===== src/rtl/csr_trap_unit.sv =====
// Machine-mode CSR file with an external-interrupt trap sequencer.
// CSR updates are committed at retirement; INTR is synchronised before qualification.
module csr_trap_unit #(
  parameter logic [31:0] MTVEC_RST   = 32'h0000_0000,
  parameter int unsigned SYNC_STAGES = 2
) (
  input  logic        CLK,
  input  logic        RST,
  input  logic        INTR,
  input  logic [11:0] CSR_ADDR,
  input  logic        CSR_WE,
  input  logic [31:0] CSR_WD,
  output logic [31:0] CSR_RD,
  input  logic        MRET_EXEC,
  input  logic        PIPE_ACK,
  input  logic [31:0] ACK_PC,
  output logic        INT_REQ,
  output logic        INT_TAKEN,
  output logic [31:0] MTVEC,
  output logic [31:0] MEPC
);

  if (SYNC_STAGES < 2 || SYNC_STAGES > 3) begin : g_bad_sync_stages
    $error("SYNC_STAGES must be 2 or 3");
  end

  localparam logic [11:0] AddrMstatus = 12'h300;
  localparam logic [11:0] AddrMie     = 12'h304;
  localparam logic [11:0] AddrMtvec   = 12'h305;
  localparam logic [11:0] AddrMepc    = 12'h341;
  localparam logic [11:0] AddrMcause  = 12'h342;

  localparam logic [31:0] MstatusMask = 32'h0000_0088;
  localparam logic [31:0] MieMask     = 32'h0000_0800;
  localparam logic [31:0] AlignMask   = 32'hFFFF_FFFC;
  localparam logic [31:0] CauseExtInt = 32'h8000_000B;

  localparam logic [1:0] StIdle = 2'd0;
  localparam logic [1:0] StReq  = 2'd1;
  localparam logic [1:0] StTrap = 2'd2;

  logic [SYNC_STAGES-1:0] sync_q;
  logic [1:0]             state_q, state_d;
  logic [31:0]            ack_pc_q, ack_pc_d;
  logic [31:0]            mstatus_q, mstatus_d;
  logic [31:0]            mie_q, mie_d;
  logic [31:0]            mtvec_q, mtvec_d;
  logic [31:0]            mepc_q, mepc_d;
  logic [31:0]            mcause_q, mcause_d;
  logic                   pending;

  assign pending = sync_q[SYNC_STAGES-1] & mstatus_q[3] & mie_q[11];

  always_comb begin
    state_d  = state_q;
    ack_pc_d = ack_pc_q;
    case (state_q)
      StIdle: if (pending && !MRET_EXEC) state_d = StReq;
      StReq: begin
        if (!pending) begin
          state_d = StIdle;
        end else if (PIPE_ACK) begin
          state_d  = StTrap;
          ack_pc_d = ACK_PC;
        end
      end
      StTrap:  state_d = StIdle;
      default: state_d = StIdle;
    endcase
  end

  // Later assignments win: software write < mret < trap entry.
  always_comb begin
    mstatus_d = mstatus_q;
    mie_d     = mie_q;
    mtvec_d   = mtvec_q;
    mepc_d    = mepc_q;
    mcause_d  = mcause_q;
    if (CSR_WE) begin
      case (CSR_ADDR)
        AddrMstatus: mstatus_d = CSR_WD & MstatusMask;
        AddrMie:     mie_d     = CSR_WD & MieMask;
        AddrMtvec:   mtvec_d   = CSR_WD & AlignMask;
        AddrMepc:    mepc_d    = CSR_WD & AlignMask;
        AddrMcause:  mcause_d  = CSR_WD;
        default:     ;
      endcase
    end
    if (MRET_EXEC) begin
      mstatus_d = {24'h0, 1'b1, 3'b000, mstatus_q[7], 3'b000};
    end
    if (state_q == StTrap) begin
      mepc_d    = ack_pc_q & AlignMask;
      mcause_d  = CauseExtInt;
      mstatus_d = {24'h0, mstatus_q[3], 7'h00};
    end
  end

  always_ff @(posedge CLK) begin
    if (RST) begin
      sync_q    <= '0;
      state_q   <= StIdle;
      ack_pc_q  <= '0;
      mstatus_q <= '0;
      mie_q     <= '0;
      mtvec_q   <= MTVEC_RST;
      mepc_q    <= '0;
      mcause_q  <= '0;
    end else begin
      sync_q    <= {sync_q[SYNC_STAGES-2:0], INTR};
      state_q   <= state_d;
      ack_pc_q  <= ack_pc_d;
      mstatus_q <= mstatus_d;
      mie_q     <= mie_d;
      mtvec_q   <= mtvec_d;
      mepc_q    <= mepc_d;
      mcause_q  <= mcause_d;
    end
  end

  always_comb begin
    case (CSR_ADDR)
      AddrMstatus: CSR_RD = mstatus_q;
      AddrMie:     CSR_RD = mie_q;
      AddrMtvec:   CSR_RD = mtvec_q;
      AddrMepc:    CSR_RD = mepc_q;
      AddrMcause:  CSR_RD = mcause_q;
      default:     CSR_RD = 32'h0;
    endcase
  end

  assign INT_REQ   = (state_q == StReq);
  assign INT_TAKEN = (state_q == StTrap);
  assign MTVEC     = mtvec_q;
  assign MEPC      = mepc_q;

endmodule


===== config.mk =====
export PLATFORM = sky130hd
export DESIGN_NAME = csr_trap_unit
export DESIGN_NICKNAME = d
export VERILOG_FILES = /design/src/rtl/csr_trap_unit.sv
export SDC_FILE = /design/constraint.sdc
export NUM_CORES = 1
export LEC_CHECK = 0
export ABC_AREA = 1
export ABC_CLOCK_PERIOD_IN_PS = 3600
export CAP_MARGIN = 20
export CORE_ASPECT_RATIO = 1.25
export CORE_MARGIN = 5
export CORE_UTILIZATION = 43
export CTS_BUF_LIST = sky130_fd_sc_hd__clkbuf_16
export DETAILED_ROUTE_END_ITERATION = 8
export DONT_BUFFER_PORTS = 1
export PLACE_DENSITY = 0.67
export SETUP_SLACK_MARGIN = 0.1
export SKIP_LAST_GASP = 1
export SLEW_MARGIN = 30
export SYNTH_ARGS = -nofsm -noshare
export SYNTH_HDL_FRONTEND = slang
export SYNTH_SLANG_ARGS = --single-unit

===== constraint.sdc =====
create_clock -name CLK -period 3.6 [get_ports CLK]
set_input_delay 0.54 -clock CLK [delete_from_list [all_inputs] [get_ports CLK]]
set_output_delay 0.54 -clock CLK [all_outputs]
set_load 0.01 [all_outputs]

==> impl_metrics.env <==
export IMPL_outcome="complete, no violations"
export IMPL_max_cap_viol_count=0
export IMPL_maxSlewHeadroom_pct=38.4
export IMPL_cts_clk_slew_worst_paths_ns=0.06
export IMPL_drive_gt1_share_pct=12.0
export IMPL_cts_repair_resize_count=0
export IMPL_dieWidth_um=119
export IMPL_design_die_area_mm2=0.0175
export IMPL_i_o_pin_cnt=180
export IMPL_totalNegativeSetupSlack_ns=0
export IMPL_sequential_area_share_after_synthesis_pct=40.1
export IMPL_static_leakage_power_uw=0.00331
export IMPL_clk_latency_ns=0.41
export IMPL_critical_path_cell_chain="inv_1 -> nand2_1 -> nor2_1 -> and2_2 -> nand2_1 -> o211ai_1"
export IMPL_ys_warn_count=0
export IMPL_clock_sink_count=129
export IMPL_multiInputGateArea_mm2=0.00317
export IMPL_worst_setup_path_end_kind="output pin"
export IMPL_postLayoutSetupSlackWorst_ns=0.967
export IMPL_pwr_share_clk_pct=51.6
export IMPL_grt_pass1_wl_um=27800
export IMPL_critical_path_n_buffers_inverters=1
export IMPL_synth_cell_type_count=30
export IMPL_post_drt_wl_per_cell_um=16.4
export IMPL_report_power_total_uw=3100
export IMPL_final_net_count=974
export IMPL_avgViaCountPerCell=5.06
export IMPL_critical_path_reg2reg_startpoint="state_q[1]"
export IMPL_most_common_cell_after_layout_fill_and_taps_aside="sky130_fd_sc_hd__nand2_1"
export IMPL_report_final_setup_viol=0
export IMPL_worst_hold_path_depth=1
export IMPL_maxSlewViolCount=0
export IMPL_switching_power_uw=705
export IMPL_minimum_period_implied_by_the_final_worst_setup_slack_ns=2.63
export IMPL_first_global_vias=5051
export IMPL_clockRootBuffer="sky130_fd_sc_hd__clkbuf_16"
export IMPL_pwr_density_cell_mw_per_mm2=440
export IMPL_switch_share_pct=22.8
export IMPL_final_period_utilization_pct=73.1
export IMPL_holdBufCountCts=0
export IMPL_holdPathEnd="MTVEC[2]"
export IMPL_first_iter_violations=292
export IMPL_routed_via_count=5496
export IMPL_cpLargestDelayFamily="simple AND/OR/NAND/NOR gates"
export IMPL_portBuffers=0
export IMPL_post_route_util_pct=47.4
export IMPL_drt_drc_violations_left=0
export IMPL_crit_path_frequent_cell="sky130_fd_sc_hd__nand2_1"
export IMPL_area_growth_synth_to_final_pct=9.11
export IMPL_row_count=50
export IMPL_diodes=0
export IMPL_intPower_uw=2390
export IMPL_setup_worst_path_class="in -> out"
export IMPL_timing_reg2reg_worst_path_depth=7
export IMPL_avgSynthCellArea_um2=6.98
export IMPL_cts_buffer_depth=2
export IMPL_maximum_achievable_frequency_mhz=380
export IMPL_core_area_mm2=0.0148
export IMPL_cpPeakStageDelay_ns=0.73
export IMPL_htree_num_levels=4
export IMPL_critical_path_peak_fanout=31
export IMPL_die_h_um=147
export IMPL_floorplan_initialDensity_pct=43.5
export IMPL_timing_critical_path_from_type="primary input"
export IMPL_post_cts_setup_buffers=0
export IMPL_finalWirelength_um=17800
export IMPL_skew_ns=0.00919
export IMPL_seq_area_mm2=0.00258
export IMPL_antenna_found_initial=0
export IMPL_peakVddDrop_mv=0.300
export IMPL_min_from="RST"
export IMPL_cp_arrival_ns=2.09
export IMPL_min_path_type="in -> reg"
export IMPL_rsz0062_at_grt="false"
export IMPL_layout_filler_cells=1493
export IMPL_cpMaxStageDelayCell="sky130_fd_sc_hd__and2_2"
export IMPL_ff2ff_setup_slack_ns=1.71
export IMPL_netlist_instances=923
export IMPL_detailed_router_iteration_count_before_antenna_repair=4
export IMPL_grt_usage_pct=20.1
export IMPL_worstReg2RegEnd="MEPC[9]"
export IMPL_place_detailed_hpwl_um=11600
export IMPL_ys_seq_elements=129
export IMPL_cts_tree="built"
export IMPL_worst_slew_pin_slew_ns=0.924
export IMPL_drt_antenna_violating_nets=0
export IMPL_hold_viol_final=0
export IMPL_worst_endpoint_required_ns=3.06
export IMPL_dp_slack_ns=0.945
export IMPL_tritoncts_num_buffers=17
export IMPL_gpl_final_weighted_congestion=0.798
export IMPL_seq_power_share_pct=46.3
export IMPL_power_combinational_fraction_pct=2.1
export IMPL_grt_max_degree=95
export IMPL_grt_overflow_total=0
export IMPL_synthesis_area_mm2=0.00644
export IMPL_layout_common_cells="230 x sky130_fd_sc_hd__nand2_1, 165 x sky130_fd_sc_hd__nor2_1, 129 x sky130_fd_sc_hd__dfxtp_1"
-- Yosys cell counts, drive strengths merged --
cell    number  area share [%]
nor3b       30             5.8
and2         2            0.19
inv        114             6.6
nor4         1           0.097
nand4       12             1.2
nor3         3            0.23
o21ai       61             4.7
nand3       14             1.3
a21oi       31             2.4
mux2i        1            0.16
o211ai      27             4.7
clkbuf      25             1.5
nand3b      30             3.5
buf         37             3.1
conb         1           0.058
nor2       171              11
nand2      233              14
or2          1           0.097
dfxtp      129              40
-- cells by family (layout without fill, tap and decap cells) --
group                  Yosys count  after routing  share of synthesized area, %
other                            1              4                        0.0582
multiplexers                     1              1                         0.155
AO/OA/AOI/OAI                  119            119                          11.8
AND/OR/NAND/NOR                497            497                          36.7
buffers and inverters          176            155                          11.2
flip-flops                     129            129                          40.1
-- worst max path at each step --
stage	from	end	slack (ns)	cells past startpoint
floorplan	CSR_ADDR[11]	CSR_RD[0]	1.55	8
global placement	CSR_ADDR[2]	CSR_RD[2]	0.96	6
detailed placement	CSR_ADDR[5]	CSR_RD[8]	0.94	6
CTS	CSR_ADDR[5]	CSR_RD[8]	0.93	6
global route	CSR_ADDR[2]	CSR_RD[11]	0.77	6
finish	CSR_ADDR[2]	CSR_RD[8]	0.97	6
-- area by class of cell --
type,instances,area share (%)
Tap cell,182,3.24
Inverter,114,6.09
Sequential cell,129,36.7
Multi-Input combinational cell,621,45.1
Timing Repair Buffer,9,1.14
Clock buffer,17,6.05
Clock inverter,15,1.69
-- registers in the layout (all words and copies together) (netlist names) --
register and flops:
mie_q 1, ack_pc_q 30, sync_q 2, MTVEC 30, MEPC 30, mcause_q 32, state_q 2, mstatus_q 2
-- routing by layer --
metal | share of wire (%) | track usage, %
met5 | 0 | 0
met4 | 1.6 | 6.82
met3 | 8.7 | 7.16
met2 | 49 | 33.9
met1 | 41 | 23.7
-- through the flow --
stage / std cells / hold WS, ns / area, µm²
final: 1087 / 0.192 / 7030
after global routing: 1087 / 0.164 / 7030
after CTS: 1087 / 0.167 / 7030
after detailed placement: 1055 / 0.404 / 6490
after global placement: 1055 / 0.402 / 6490
after floorplan: 926 / 0.388 / 6450
-- worst register-to-register path, cell delays in order (launching register included) --
cell and delay, ns:
sky130_fd_sc_hd__dfxtp_1 0.34, sky130_fd_sc_hd__inv_2 0.05, sky130_fd_sc_hd__nor2_4 0.24, sky130_fd_sc_hd__or2_1 0.15, sky130_fd_sc_hd__nand2_1 0.46, sky130_fd_sc_hd__buf_12 0.37
sky130_fd_sc_hd__nor2_1 0.11, sky130_fd_sc_hd__nor2_1 0.06
-- power by group through the flow --
| stage | combinational [µW] | clock [µW] | sequential (µW) |
|---|---|---|---|
| 2_1_floorplan | 66.2 | 0 | 1460 |
| 3_3_place_gp | 65.0 | 0 | 1460 |
| 3_5_place_dp | 65.6 | 0 | 1460 |
| 4_1_cts | 65.8 | 1640 | 1430 |
| 5_1_grt | 74.5 | 1700 | 1430 |
| 6_report | 65.6 | 1600 | 1430 |
No activity file was read; power rests on OpenSTA's default activity.
